### src/rtl/bloom_scan_ctrl_if.sv
// Core-facing request/result wires and the host result handshake of the
// bloom scan sequencer, grouped so the controller and its environment share one bundle.
interface bloom_scan_ctrl_if #(
  parameter int BLK_IDX_WIDTH = 3,
  parameter int DIST_WIDTH    = 14
);
  logic [1:0]               core_mode;
  logic [DIST_WIDTH-1:0]    core_distance;
  logic                     core_ref_end;
  logic                     core_bloom_end;
  logic                     core_contains_ref;
  logic [DIST_WIDTH-1:0]    core_ref_dist;
  logic                     core_contains_bloom;
  logic                     res_valid;
  logic                     res_ready;
  logic [BLK_IDX_WIDTH-1:0] res_blk_idx;
  logic                     res_has_ref;
  logic [DIST_WIDTH-1:0]    res_ref_dist;
  logic                     res_bloom_new;

  modport master (
    output core_mode, core_distance,
    input  core_ref_end, core_bloom_end, core_contains_ref, core_ref_dist, core_contains_bloom,
    output res_valid, res_blk_idx, res_has_ref, res_ref_dist, res_bloom_new,
    input  res_ready
  );

  modport slave (
    input  core_mode, core_distance,
    output core_ref_end, core_bloom_end, core_contains_ref, core_ref_dist, core_contains_bloom,
    input  res_valid, res_blk_idx, res_has_ref, res_ref_dist, res_bloom_new,
    output res_ready
  );
endinterface

### src/rtl/bloom_scan_ctrl.sv
// Sequences one reference pass and one blooming pass per block through the scan
// core, feeding the captured reference distance back and reporting one record per block.
module bloom_scan_ctrl #(
  parameter int BLOCK_NUM     = 8,
  parameter int BLK_IDX_WIDTH = 3,
  parameter int DIST_WIDTH    = 14,
  parameter int TIMEOUT       = 40,
  parameter int TO_WIDTH      = 6
) (
  input  logic                     clk,
  input  logic                     rst_n,
  input  logic                     start,
  output logic                     busy,
  output logic                     done,
  output logic                     err_timeout,
  output logic [BLK_IDX_WIDTH-1:0] blk_idx,
  bloom_scan_ctrl_if.master        bus
);

  typedef enum logic [2:0] {
    S_IDLE     = 3'd0,
    S_REF_REQ  = 3'd1,
    S_REF_WAIT = 3'd2,
    S_BLM_REQ  = 3'd3,
    S_BLM_WAIT = 3'd4,
    S_REPORT   = 3'd5,
    S_NEXT     = 3'd6
  } state_e;

  localparam logic [1:0]               MODE_NONE = 2'b00;
  localparam logic [1:0]               MODE_REF  = 2'b01;
  localparam logic [1:0]               MODE_BLM  = 2'b10;
  localparam logic [BLK_IDX_WIDTH-1:0] BLK_ZERO  = {BLK_IDX_WIDTH{1'b0}};
  localparam logic [BLK_IDX_WIDTH-1:0] BLK_ONE   = BLK_IDX_WIDTH'(1'b1);
  localparam logic [BLK_IDX_WIDTH-1:0] BLK_LAST  = BLK_IDX_WIDTH'(BLOCK_NUM - 1);
  localparam logic [TO_WIDTH-1:0]      TO_ZERO   = {TO_WIDTH{1'b0}};
  localparam logic [TO_WIDTH-1:0]      TO_ONE    = TO_WIDTH'(1'b1);
  localparam logic [TO_WIDTH-1:0]      TO_LAST   = TO_WIDTH'(TIMEOUT - 1);
  localparam logic [DIST_WIDTH-1:0]    DIST_ZERO = {DIST_WIDTH{1'b0}};

  state_e                   state_r;
  state_e                   next_state_s;
  logic                     start_acc_s;
  logic                     abort_s;
  logic                     finish_s;
  logic                     last_blk_s;
  logic                     to_expire_s;
  logic                     handshake_s;
  logic [TO_WIDTH-1:0]      to_cnt_r;
  logic [BLK_IDX_WIDTH-1:0] blk_idx_r;
  logic [DIST_WIDTH-1:0]    ref_dist_r;
  logic                     has_ref_r;
  logic                     bloom_before_r;
  logic                     bloom_new_r;
  logic [1:0]               core_mode_r;
  logic                     busy_r;
  logic                     done_r;
  logic                     err_timeout_r;
  logic                     res_valid_r;

  // Next-state decode; an end strobe wins over a timeout expiring in the same cycle.
  always_comb begin
    next_state_s = state_r;
    abort_s      = 1'b0;
    start_acc_s  = (state_r == S_IDLE) && start;
    last_blk_s   = (blk_idx_r == BLK_LAST);
    to_expire_s  = (to_cnt_r == TO_LAST);
    handshake_s  = res_valid_r && bus.res_ready;
    case (state_r)
      S_IDLE: begin
        if (start) next_state_s = S_REF_REQ;
        else       next_state_s = S_IDLE;
      end
      S_REF_REQ: next_state_s = S_REF_WAIT;
      S_REF_WAIT: begin
        if (bus.core_ref_end) begin
          if (bus.core_contains_ref) next_state_s = S_BLM_REQ;
          else                       next_state_s = S_REPORT;
        end else if (to_expire_s) begin
          next_state_s = S_IDLE;
          abort_s      = 1'b1;
        end else begin
          next_state_s = S_REF_WAIT;
        end
      end
      S_BLM_REQ: next_state_s = S_BLM_WAIT;
      S_BLM_WAIT: begin
        if (bus.core_bloom_end) begin
          next_state_s = S_REPORT;
        end else if (to_expire_s) begin
          next_state_s = S_IDLE;
          abort_s      = 1'b1;
        end else begin
          next_state_s = S_BLM_WAIT;
        end
      end
      S_REPORT: begin
        if (handshake_s) next_state_s = S_NEXT;
        else             next_state_s = S_REPORT;
      end
      S_NEXT: begin
        if (last_blk_s) next_state_s = S_IDLE;
        else            next_state_s = S_REF_REQ;
      end
      default: next_state_s = S_IDLE;
    endcase
    finish_s = (next_state_s == S_NEXT) && last_blk_s;
  end

  // State register and outputs registered from the upcoming state.
  always_ff @(posedge clk or negedge rst_n) begin
    if (!rst_n) begin
      state_r       <= S_IDLE;
      core_mode_r   <= MODE_NONE;
      busy_r        <= 1'b0;
      done_r        <= 1'b0;
      res_valid_r   <= 1'b0;
      err_timeout_r <= 1'b0;
    end else begin
      state_r <= next_state_s;
      // Request modes are one-cycle pulses; the core restarts if mode is held.
      core_mode_r <= (next_state_s == S_REF_REQ) ? MODE_REF :
                     (next_state_s == S_BLM_REQ) ? MODE_BLM : MODE_NONE;
      busy_r      <= (next_state_s != S_IDLE) && !finish_s;
      done_r      <= finish_s || abort_s;
      res_valid_r <= (next_state_s == S_REPORT);
      if (abort_s)          err_timeout_r <= 1'b1;
      else if (start_acc_s) err_timeout_r <= 1'b0;
      else                  err_timeout_r <= err_timeout_r;
    end
  end

  // Block index and the per-WAIT timeout counter, restarted on each WAIT entry.
  always_ff @(posedge clk or negedge rst_n) begin
    if (!rst_n) begin
      blk_idx_r <= BLK_ZERO;
      to_cnt_r  <= TO_ZERO;
    end else begin
      if (start_acc_s)                         blk_idx_r <= BLK_ZERO;
      else if (state_r == S_NEXT && !last_blk_s) blk_idx_r <= blk_idx_r + BLK_ONE;
      else                                     blk_idx_r <= blk_idx_r;
      if ((next_state_s == S_REF_WAIT || next_state_s == S_BLM_WAIT) && next_state_s == state_r)
        to_cnt_r <= to_cnt_r + TO_ONE;
      else
        to_cnt_r <= TO_ZERO;
    end
  end

  // Capture of core results; they are only valid in the strobe cycle.
  always_ff @(posedge clk or negedge rst_n) begin
    if (!rst_n) begin
      has_ref_r      <= 1'b0;
      ref_dist_r     <= DIST_ZERO;
      bloom_before_r <= 1'b0;
      bloom_new_r    <= 1'b0;
    end else begin
      if (next_state_s == S_REF_REQ) begin
        has_ref_r   <= 1'b0;
        ref_dist_r  <= DIST_ZERO;
        bloom_new_r <= 1'b0;
      end else if (state_r == S_REF_WAIT && bus.core_ref_end) begin
        has_ref_r  <= bus.core_contains_ref;
        ref_dist_r <= bus.core_contains_ref ? bus.core_ref_dist : DIST_ZERO;
      end else if (state_r == S_BLM_WAIT && bus.core_bloom_end) begin
        // The core flag is cumulative, so only a rise during this pass counts.
        bloom_new_r <= bus.core_contains_bloom && !bloom_before_r;
      end else begin
        has_ref_r   <= has_ref_r;
        ref_dist_r  <= ref_dist_r;
        bloom_new_r <= bloom_new_r;
      end
      if (state_r == S_BLM_REQ) bloom_before_r <= bus.core_contains_bloom;
      else                      bloom_before_r <= bloom_before_r;
    end
  end

  assign busy              = busy_r;
  assign done              = done_r;
  assign err_timeout       = err_timeout_r;
  assign blk_idx           = blk_idx_r;
  assign bus.core_mode     = core_mode_r;
  assign bus.core_distance = ref_dist_r;
  assign bus.res_valid     = res_valid_r;
  assign bus.res_blk_idx   = blk_idx_r;
  assign bus.res_has_ref   = has_ref_r;
  assign bus.res_ref_dist  = ref_dist_r;
  assign bus.res_bloom_new = bloom_new_r;

endmodule

### src/flat_wrapper.sv
// flat-port wrapper written by rule: the top's interface ports become plain ports
module bloom_scan_ctrl_flat 
#(
  parameter int BLOCK_NUM     = 8,
  parameter int BLK_IDX_WIDTH = 3,
  parameter int DIST_WIDTH    = 14,
  parameter int TIMEOUT       = 40,
  parameter int TO_WIDTH      = 6
)
  (clk, rst_n, start, busy, done, err_timeout, blk_idx, bus_core_mode, bus_core_distance, bus_core_ref_end, bus_core_bloom_end, bus_core_contains_ref, bus_core_ref_dist, bus_core_contains_bloom, bus_res_valid, bus_res_blk_idx, bus_res_has_ref, bus_res_ref_dist, bus_res_bloom_new, bus_res_ready);
  bloom_scan_ctrl_if #(.BLK_IDX_WIDTH(BLK_IDX_WIDTH), .DIST_WIDTH(DIST_WIDTH)) bus_i ();
  input  logic clk;
  input  logic rst_n;
  input  logic start;
  output logic busy;
  output logic done;
  output logic err_timeout;
  output logic [BLK_IDX_WIDTH-1:0] blk_idx;
  output wire logic [$bits(bus_i.core_mode)-1:0] bus_core_mode;
  output wire logic [$bits(bus_i.core_distance)-1:0] bus_core_distance;
  input wire logic [$bits(bus_i.core_ref_end)-1:0] bus_core_ref_end;
  input wire logic [$bits(bus_i.core_bloom_end)-1:0] bus_core_bloom_end;
  input wire logic [$bits(bus_i.core_contains_ref)-1:0] bus_core_contains_ref;
  input wire logic [$bits(bus_i.core_ref_dist)-1:0] bus_core_ref_dist;
  input wire logic [$bits(bus_i.core_contains_bloom)-1:0] bus_core_contains_bloom;
  output wire logic [$bits(bus_i.res_valid)-1:0] bus_res_valid;
  output wire logic [$bits(bus_i.res_blk_idx)-1:0] bus_res_blk_idx;
  output wire logic [$bits(bus_i.res_has_ref)-1:0] bus_res_has_ref;
  output wire logic [$bits(bus_i.res_ref_dist)-1:0] bus_res_ref_dist;
  output wire logic [$bits(bus_i.res_bloom_new)-1:0] bus_res_bloom_new;
  input wire logic [$bits(bus_i.res_ready)-1:0] bus_res_ready;
  assign bus_core_mode = bus_i.core_mode;
  assign bus_core_distance = bus_i.core_distance;
  assign bus_i.core_ref_end = bus_core_ref_end;
  assign bus_i.core_bloom_end = bus_core_bloom_end;
  assign bus_i.core_contains_ref = bus_core_contains_ref;
  assign bus_i.core_ref_dist = bus_core_ref_dist;
  assign bus_i.core_contains_bloom = bus_core_contains_bloom;
  assign bus_res_valid = bus_i.res_valid;
  assign bus_res_blk_idx = bus_i.res_blk_idx;
  assign bus_res_has_ref = bus_i.res_has_ref;
  assign bus_res_ref_dist = bus_i.res_ref_dist;
  assign bus_res_bloom_new = bus_i.res_bloom_new;
  assign bus_i.res_ready = bus_res_ready;
  bloom_scan_ctrl #(.BLOCK_NUM(BLOCK_NUM), .BLK_IDX_WIDTH(BLK_IDX_WIDTH), .DIST_WIDTH(DIST_WIDTH), .TIMEOUT(TIMEOUT), .TO_WIDTH(TO_WIDTH)) u_core (.clk(clk), .rst_n(rst_n), .start(start), .busy(busy), .done(done), .err_timeout(err_timeout), .blk_idx(blk_idx), .bus(bus_i));
endmodule
### config.mk
export PLATFORM = sky130hd
export DESIGN_NAME = bloom_scan_ctrl_flat
export DESIGN_NICKNAME = d
export VERILOG_FILES = /design/src/rtl/bloom_scan_ctrl_if.sv /design/src/rtl/bloom_scan_ctrl.sv /design/src/flat_wrapper.sv
export SDC_FILE = /design/constraint.sdc
export NUM_CORES = 1
export LEC_CHECK = 0
export CORE_ASPECT_RATIO = 1.2
export CORE_MARGIN = 4
export CORE_UTILIZATION = 47
export DETAILED_ROUTE_END_ITERATION = 10
export PLACE_DENSITY = 0.9
export SYNTH_ARGS = -nofsm -noshare
export SYNTH_HDL_FRONTEND = slang
export SYNTH_SLANG_ARGS = --single-unit
export TNS_END_PERCENT = 5
### constraint.sdc
create_clock -name clk -period 4.85 [get_ports clk]
set_clock_uncertainty 0.05 [all_clocks]
set_input_delay 0.97 -clock clk [delete_from_list [all_inputs] [get_ports clk]]
set_output_delay 0.97 -clock clk [all_outputs]
set_load 0.02 [all_outputs]
==> impl_metrics.env, run 1 <==
export IMPL_place_congestion=0.7887
export IMPL_post_route_min_period_ns=2.821
export IMPL_yosys_warnings=0
export IMPL_p_int_w=0.0008031
export IMPL_path_class="primary input to register"
export IMPL_slew_viol_final=0
export IMPL_syn2layout_area_growth_pct=38.22
export IMPL_cts_hold_repair_buffers=0
export IMPL_grt_pass1_wl_mm=6.610
export IMPL_power_switching_w=0.0005135
export IMPL_clk_pin_slew_ns=0.07
export IMPL_synth_cell_type_count=37
export IMPL_remaining_drc_errors=0
export IMPL_slew_headroom_pct=55.61
export IMPL_cpPeakStageDelay_ns=0.54
export IMPL_dp_hpwl_mm=2.946
export IMPL_first_pass_iters=4
export IMPL_avgSynthCellArea_um2=11.31
export IMPL_rows=23
export IMPL_drv_cap=0
export IMPL_portBuffers=63
export IMPL_multiInputGateArea_um2=603.1
export IMPL_syn_area_um2=1663
export IMPL_seq_area_um2=875.8
export IMPL_grtUsageTotal_pct=18.23
export IMPL_fillerInstances=275
export IMPL_path_buf_inv=1
export IMPL_hold_viol_final=0
export IMPL_numCtsBuffers=5
export IMPL_cp_end_kind="register"
export IMPL_swShare_pct=39.01
export IMPL_cp_arrival_ns=2.96
export IMPL_seqPwrFrac_pct=34.2
export IMPL_diodes=0
export IMPL_synthTopCellsByArea="dfrtp_1 (53%), buf_4 (7.7%), a22o_1 (7.4%), ha_1 (2.3%), nor4_1 (1.9%)"
export IMPL_io_pins=64
export IMPL_antenna_found_initial=0
export IMPL_fin_crit_sh_pct=58.17
export IMPL_design_core_area_um2=3367
export IMPL_most_common_layout_cells="clkdlybuf4s50_1 (63), dfrtp_1 (35), a22o_1 (14)"
export IMPL_viasPerCell=5.573
export IMPL_path_cells="clkdlybuf4s50_1, nor2b_1, o21ai_0, a22oi_1, mux2_4, nor4_1"
export IMPL_clock_latency_ns=0.29
export IMPL_tightestPinTransition_ns=0.6658
export IMPL_grt_overflow=0
export IMPL_cts_resized=0
export IMPL_routed_wl_mm=3.930
export IMPL_power_density_nw_per_um2=572.8
export IMPL_clock_fmax_ghz=0.3545
export IMPL_crit_path_start_kind="primary input"
export IMPL_p_leak_nw=1.023
export IMPL_yosysTopAreaCell="dfrtp_1"
export IMPL_cts_sinks=35
export IMPL_detail_route_wl_per_cell_um=16.94
export IMPL_synth_async_reset_ratio_pct=100.0
export IMPL_cts_setup_buffers=0
export IMPL_start_util_pct=49.39
export IMPL_status="finished, final reports clean"
export IMPL_hp_class="register to register"
export IMPL_finalSetupTns_ns=0
export IMPL_required_ns=4.99
export IMPL_synth_flop_cell="dfrtp_1"
export IMPL_synth_top_area_share_pct=52.67
export IMPL_setup_viol=0
export IMPL_vdd_drop_max_v=0.0004118
export IMPL_netlist_instances=147
export IMPL_final_common_cell="clkdlybuf4s50_1"
export IMPL_ys_ff_latch=35
export IMPL_p_clk_share_pct=20.1
export IMPL_fin_nets=219
export IMPL_drive_above_1_share_pct=9.231
export IMPL_grt_max_degree=36
export IMPL_cp_depth=6
export IMPL_die_area_um2=4558
export IMPL_cts_root_buf="clkbuf_8"
export IMPL_grt_pass1_vias=1415
export IMPL_post_route_util_pct=68.26
export IMPL_clockBufferDepth=2
export IMPL_die_w_um=62.30
export IMPL_ant_nets=0
export IMPL_fp_dieH_um=73.16
export IMPL_synth_edff_count=0
export IMPL_crit_family="compound AO/OA/AOI/OAI gates"
export IMPL_combinationalPowerShare_pct=45.7
export IMPL_syn_nets=172
export IMPL_yosysSeqAreaShare_pct=52.67
export IMPL_critPathSlowestCell="a22oi_1"
export IMPL_cp_max_fo=6
export IMPL_tritoncts="yes"
export IMPL_worst_r2r_cell_count=7
export IMPL_holdPathStages=1
export IMPL_drtIter0Drc=62
export IMPL_vias=1293
export IMPL_rsz0062_at_grt="no"
export IMPL_htree_levels=2
Yosys cell counts (2+ instances only):
library cell  number
xnor2_1            3
ha_1               3
or2_2              2
buf_4             17
clkbuf_1           6
nor4_1             5
nand3_1            4
o21ai_0            4
dfrtp_1           35
nand2_1            7
a21o_1             2
mux2i_1            3
xor2_1             2
and3_1             3
nor2_1             7
a22o_1            14
inv_1              5
nor2b_1            4
nor3_1             3
sequential cells by signal, indices dropped and copies added (netlist names), 2 cells and up:
| signal | flops |
|---|---|
| u_core.state_r | 3 |
| u_core.blk_idx | 3 |
| u_core.bus.core_mode | 2 |
| u_core.bus.core_distance | 14 |
| u_core.to_cnt_r | 6 |
cell type report:
type / count / area share (%)
Sequential cell: 35 / 38.11
Timing Repair Buffer: 64 / 27.76
Multi-Input combinational cell: 82 / 26.24
Clock buffer: 5 / 2.994
Tap cell: 37 / 2.014
Clock inverter: 3 / 1.905
Inverter: 6 / 0.9799
worst reg2reg max path: cells and delay by family, from the launching register on:
family	cells	cell delay, ns
compound gates	3	0.74
simple gates	1	0.56
buf+inv	1	0.08
fa+ha+maj	2	0.40
flops	1	0.43
per-layer routing:
layer  part of all wire, %  vias up  global-route usage [%]
li1                      -      595                       -
met1                    38      642                   20.12
met2                    54       50                   32.26
met3                   7.0        6                   6.780
met4                   1.3        0                   6.368
met5                     0        -                       0
stage by stage:
stage                     total power (W)  instance area [µm²]  hold WS [ns]  cells  setup slack [ns]
after CTS                        0.001325                 2298        0.4314    232             2.048
after global placement           0.001034                 2186        0.4160    224             1.829
final                            0.001317                 2298        0.4364    232             2.029
after floorplan                 0.0008534                 1663        0.3892    147             2.450
after global routing             0.001397                 2298        0.4673    232             1.939
after detailed placement         0.001058                 2186        0.4228    224             1.735
path summary, 6_finish.rpt:
check | startpoint | endpoint | slack [ns]
min reg2reg | u_core.to_cnt_r[0] | u_core.to_cnt_r[0] | 0.44
max reg2reg | u_core.blk_idx[0] | u_core.bus.core_distance[4] | 2.54
min in group asynchronous | rst_n | u_core.state_r[2] | 1.03
max | bus_core_ref_end | u_core.to_cnt_r[3] | 2.03
max in group asynchronous | rst_n | u_core.to_cnt_r[4] | 3.41
min | u_core.to_cnt_r[0] | u_core.to_cnt_r[0] | 0.44
power by group through the flow:
stage               combinational [W]  sequential [W]  clock (W)
finish                       0.000601        0.000451   0.000264
global route                 0.000647        0.000464   0.000286
CTS                          0.000605        0.000450   0.000270
detailed placement           0.000603        0.000455          0
global placement             0.000585        0.000449          0
floorplan                    0.000369        0.000485          0
cells by family after synthesis:
| logic type | synth area share, % |
|---|---|
| compound gates | 12.72 |
| fa+ha+maj | 2.258 |
| buf+inv | 11.06 |
| simple gates | 15.28 |
| xor+xnor | 2.634 |
| flops | 52.67 |
| mux | 3.386 |
Power figures use the tool's default switching activity.
==> run 2, diff against run 1 <==
--- a/config.mk
+++ b/config.mk
@@ -7,9 +7,9 @@
 export LEC_CHECK = 0
 export CORE_ASPECT_RATIO = 1.2
 export CORE_MARGIN = 4
-export CORE_UTILIZATION = 47
+export CORE_UTILIZATION = 43
 export DETAILED_ROUTE_END_ITERATION = 10
-export PLACE_DENSITY = 0.9
+export PLACE_DENSITY = 0.84
 export SYNTH_ARGS = -nofsm -noshare
 export SYNTH_HDL_FRONTEND = slang
 export SYNTH_SLANG_ARGS = --single-unit
==> constraint.sdc (replaced) <==
create_clock -name clk -period 3 [get_ports clk]
set_clock_uncertainty 0.05 [all_clocks]
set_input_delay 0.6 -clock clk [delete_from_list [all_inputs] [get_ports clk]]
set_output_delay 0.6 -clock clk [all_outputs]
set_load 0.02 [all_outputs]
==> run 2 against run 1 <==
Against the previous run: cell count increased by 6.9%; core utilization decreased by 5.7 points; flip-flop and latch count unchanged; worst hold slack got worse by 0.0087 ns; setup slack got worse by 1.4 ns; non-clock buffer count increased by 1; total power increased by 58%; critical endpoint is now u_core.bus.core_distance[5]; combinational power increased by 63%.
==> impl_metrics.env, run 2 (same netlist as run 1, synthesis figures left out) <==
export IMPL_die_area_um2=4930
export IMPL_cts_root_buf="clkbuf_8"
export IMPL_cts_resized=0
export IMPL_fin_nets=220
export IMPL_ant_nets=0
export IMPL_final_common_cell="clkdlybuf4s50_1"
export IMPL_cp_end_kind="register"
export IMPL_r2r_start="u_core.blk_idx[0]"
export IMPL_required_ns=3.17
export IMPL_cts_setup_buffers=0
export IMPL_grtUsageMet3_pct=4.130
export IMPL_tritoncts="yes"
export IMPL_hold_end="u_core.to_cnt_r[0]"
export IMPL_vdd_drop_max_v=0.0004479
export IMPL_slew_headroom_pct=60.57
export IMPL_drtIter0Drc=37
export IMPL_viasPerCell=5.121
export IMPL_detail_route_wl_per_cell_um=14.83
export IMPL_grtUsageTotal_pct=15.73
export IMPL_cts_hold_repair_buffers=0
export IMPL_antenna_found_initial=0
export IMPL_portBuffers=63
export IMPL_p_leak_nw=1.021
export IMPL_tightestPinTransition_ns=0.5895
export IMPL_rsz0062_at_grt="no"
export IMPL_post_route_min_period_ns=2.419
export IMPL_cp_max_fo=16
export IMPL_power_density_nw_per_um2=898.1
export IMPL_io_pins=64
export IMPL_clock_latency_ns=0.28
export IMPL_place_congestion=0.8505
export IMPL_p_total_w=0.002077
export IMPL_drv_cap=0
export IMPL_hp_class="register to register"
export IMPL_crit_path_start_kind="primary input"
export IMPL_grt_util_met2_pct=26.82
export IMPL_setup_viol=0
export IMPL_die_w_um=64.77
export IMPL_grt_max_degree=36
export IMPL_drive_above_1_share_pct=9.184
export IMPL_status="finished, final reports clean"
export IMPL_fp_dieH_um=76.12
export IMPL_r2r_end="u_core.bus.core_distance[5]"
export IMPL_clk_pin_slew_ns=0.07
export IMPL_grt_pass1_wl_mm=6.223
export IMPL_holdPathStages=1
export IMPL_grt_pass1_vias=1342
export IMPL_clock_fmax_ghz=0.4134
export IMPL_cts_sinks=35
export IMPL_htree_levels=2
export IMPL_first_pass_iters=4
export IMPL_design_core_area_um2=3694
export IMPL_clockBufferDepth=2
export IMPL_path_class="primary input to register"
export IMPL_hold_viol_final=0
export IMPL_regToRegSetupSlack_ns=0.68
export IMPL_numCtsBuffers=5
export IMPL_vias=1270
export IMPL_routed_wl_mm=3.679
export IMPL_grt_use_met1_pct=18.83
export IMPL_remaining_drc_errors=0
export IMPL_dp_hpwl_mm=2.756
export IMPL_rows=24
export IMPL_post_route_util_pct=62.60
export IMPL_most_common_layout_cells="clkdlybuf4s50_1 (63), dfrtp_1 (35), a22o_1 (14)"
export IMPL_largest_reg_flops=14
export IMPL_grt_overflow=0
export IMPL_fin_crit_sh_pct=80.63
export IMPL_min_delay_start="u_core.to_cnt_r[0]"
export IMPL_finalSetupTns_ns=0
export IMPL_worst_r2r_cell_count=7
export IMPL_syn2layout_area_growth_pct=39.05
export IMPL_slew_viol_final=0
export IMPL_start_util_pct=45.02
export IMPL_busiest_layer="met2"
export IMPL_diodes=0
export IMPL_cp_arrival_ns=2.59
==> run 2: cell types whose count changed in the layout (fill, tap and decap cells not counted), sizes merged <==
cell / previous run / this run
bufinv: 1 / 0
clkbuf: 5 / 8
clkinv: 2 / 0
buf: 1 / 2
==> run 2: critical path: stages <==
cell	delay (ns)
clkdlybuf4s50_1	0.44
nor2b_1	0.15
or4_4	0.43
o21a_4	0.23
nor3_4	0.51
a22o_1	0.22
==> run 2: final cells by class <==
class	instances	area, µm²
Sequential cell	35	875.8
Inverter	6	22.52
Tap cell	52	65.06
Fill cell	288	1381
Multi-Input combinational cell	82	603.1
Timing Repair Buffer	65	645.6
Clock buffer	8	100.1
==> run 2: how the worst max path moves through the flow <==
stage | startpoint | end
2_1_floorplan | u_core.blk_idx[0] | u_core.bus.core_distance[0]
3_3_place_gp | bus_core_ref_end | u_core.bus.core_distance[4]
3_5_place_dp | bus_core_ref_end | u_core.bus.core_distance[3]
4_1_cts | bus_core_ref_end | u_core.bus.core_distance[12]
5_1_grt | bus_core_ref_end | u_core.bus.core_distance[1]
6_report | bus_core_ref_end | u_core.bus.core_distance[5]
==> run 2: power breakdown <==
| group | switching [W] | internal [W] | total, W |
|---|---|---|---|
| clock network | 0.000160 | 0.000209 | 0.000369 |
| logic | 0.000515 | 0.000467 | 0.000982 |
| registers | 0.000130 | 0.000595 | 0.000725 |
| total | 0.000805 | 0.00127 | 0.00208 |
==> run 2: through the flow <==
step	setup slack (ns)	hold WS, ns	std cells	area, µm²
2_1_floorplan	0.9165	0.2544	147	1663
3_3_place_gp	0.3751	0.3996	240	2212
3_5_place_dp	0.2797	0.4157	240	2212
4_1_cts	0.5684	0.4234	248	2312
5_1_grt	0.4710	0.4664	248	2312
6_report	0.5812	0.4277	248	2312
==> run 2: routing by layer <==
layer	vias up	share of wire (%)	routed length [µm]
li1	596	-	-
met1	612	40	1487
met2	56	52	1906
met3	6	6.5	239
met4	0	1.3	46
met5	-	0	0
==> run 3, diff against run 2 <==
==> constraint.sdc (replaced) <==
create_clock -name clk -period 2.25 [get_ports clk]
set_clock_uncertainty 0.05 [all_clocks]
set_input_delay 0.45 -clock clk [delete_from_list [all_inputs] [get_ports clk]]
set_output_delay 0.45 -clock clk [all_outputs]
set_load 0.02 [all_outputs]
==> run 3 against run 2 <==
Against the previous run: register-to-register slack got worse by 0.53 ns; core utilization rose by 2.0 points; wire length is 7.8% higher; count of clock-buffer cells in the layout is the same; sequential share of layout area decreased by 1.2 points; non-clock buffer count grew 8; first-iteration DRC count up 2.7%; flip-flop and latch count unchanged; critical path type unchanged.
==> impl_metrics.env, run 3 (same netlist as run 1, synthesis figures left out) <==
export IMPL_start_util_pct=45.02
export IMPL_grt_max_degree=36
export IMPL_routed_wl_mm=3.966
export IMPL_hold_viol_final=0
export IMPL_p_total_w=0.002900
export IMPL_regToRegSetupSlack_ns=0.15
export IMPL_slew_viol_final=0
export IMPL_cpPeakStageDelay_ns=0.42
export IMPL_tightestPinTransition_ns=0.4271
export IMPL_clockBufferDepth=2
export IMPL_clock_fmax_ghz=0.4673
export IMPL_cts_hold_repair_buffers=0
export IMPL_fp_dieH_um=76.12
export IMPL_place_congestion=0.8415
export IMPL_cp_end_kind="register"
export IMPL_path_buf_inv=1
export IMPL_tritoncts="yes"
export IMPL_min_delay_start="u_core.bus.res_has_ref"
export IMPL_most_common_layout_cells="clkdlybuf4s50_1 (63), dfrtp_1 (35), a22o_1 (14)"
export IMPL_drv_cap=0
export IMPL_clk_pin_slew_ns=0.07
export IMPL_r2r_end="u_core.to_cnt_r[3]"
export IMPL_worst_r2r_cell_count=5
export IMPL_cp_max_fo=6
export IMPL_crit_family="simple AND/OR/NAND/NOR gates"
export IMPL_critPathSlowestCell="clkdlybuf4s50_1"
export IMPL_grt_pass1_wl_mm=6.582
export IMPL_detail_route_wl_per_cell_um=15.49
export IMPL_vdd_drop_max_v=0.0006370
export IMPL_whs_ns=0.4402
export IMPL_crit_path_start_kind="primary input"
export IMPL_dp_hpwl_mm=2.934
export IMPL_path_cells="clkdlybuf4s50_1, nor2b_1, or4_4, o21a_4, mux2_4, nor4_1"
export IMPL_cts_resized=0
export IMPL_hold_end="u_core.bus.res_has_ref"
export IMPL_slew_headroom_pct=71.53
export IMPL_io_pins=64
export IMPL_cts_root_buf="clkbuf_8"
export IMPL_post_route_util_pct=64.57
export IMPL_setup_viol=0
export IMPL_p_leak_nw=1.064
export IMPL_syn2layout_area_growth_pct=43.42
export IMPL_portBuffers=63
export IMPL_htree_levels=2
export IMPL_ant_nets=0
export IMPL_hp_class="register to register"
export IMPL_numCtsBuffers=5
export IMPL_die_area_um2=4930
export IMPL_drive_above_1_share_pct=12.75
export IMPL_rsz0062_at_grt="no"
export IMPL_design_core_area_um2=3694
export IMPL_fin_nets=228
export IMPL_rows=24
export IMPL_cts_setup_buffers=0
export IMPL_power_density_nw_per_um2=1216
export IMPL_final_common_cell="clkdlybuf4s50_1"
export IMPL_fillerInstances=289
export IMPL_vias=1342
export IMPL_grt_pass1_vias=1397
export IMPL_drtIter0Drc=38
export IMPL_holdPathStages=1
export IMPL_post_route_min_period_ns=2.140
export IMPL_diodes=0
export IMPL_largest_reg_flops=14
export IMPL_viasPerCell=5.242
export IMPL_cts_sinks=35
export IMPL_cp_arrival_ns=2.27
export IMPL_antenna_found_initial=0
export IMPL_path_class="primary input to register"
export IMPL_grtUsageTotal_pct=17.03
export IMPL_r2r_start="u_core.state_r[1]"
export IMPL_required_ns=2.38
export IMPL_remaining_drc_errors=0
export IMPL_grt_overflow=0
export IMPL_first_pass_iters=4
export IMPL_status="finished, final reports clean"
export IMPL_fin_crit_sh_pct=95.10
export IMPL_finalSetupTns_ns=0
export IMPL_die_w_um=64.77
export IMPL_clock_latency_ns=0.28
run 3: cell types whose count changed in the layout (fill, tap and decap cells not counted):
cell / change
buf_12: +1
buf_4: +7
run 3: cell type report:
class	instances	area [µm²]	share of cell area, %
Multi-Input combinational cell	82	603.1	25.29
Sequential cell	35	875.8	36.73
Clock buffer	8	100.1	4.197
Inverter	6	22.52	0.9444
Timing Repair Buffer	73	718.2	30.12
Tap cell	52	65.06	2.728
run 3: per-layer routing:
layer  routed length, µm  up-vias  track usage [%]
li1                    -      608                -
met4                  50        0            5.497
met3                 247        6            4.277
met1                1533      677            19.92
met5                   0        -                0
met2                2134       51            29.89
run 3: worst max-delay path by stage:
stage	cells after the start	slack (ns)	end	start
final	6	0.11	u_core.to_cnt_r[3]	bus_core_ref_end
after global routing	6	0.03	u_core.to_cnt_r[2]	bus_core_ref_end
after CTS	6	0.11	u_core.to_cnt_r[0]	bus_core_ref_end
after detailed placement	6	-0.18	u_core.to_cnt_r[0]	bus_core_ref_end
after global placement	6	-0.09	u_core.to_cnt_r[5]	bus_core_ref_end
after floorplan	8	0.17	u_core.bus.core_distance[0]	u_core.blk_idx[0]
run 3: through the flow:
stage,setup slack [ns],cells,cell area (µm²)
after floorplan,0.1665,147,1663
after global placement,-0.09344,248,2285
after detailed placement,-0.1848,248,2285
after CTS,0.1120,256,2385
after global routing,0.03137,256,2385
final,0.1102,256,2385
run 3: worst register-to-register path: cells and delay by family (launching register included):
family          cells  cell delay [ns]
compound gates      1             0.23
buf+inv             1             0.10
flops               1             0.48
mux                 1             0.31
simple gates        2             0.84
run 3: where the power goes:
part,total (W),switching (W),internal (W)
logic,0.00147,0.000761,0.000711
clock network,0.000494,0.000215,0.000279
registers,0.000935,0.000141,0.000794
total,0.00290,0.00112,0.00178
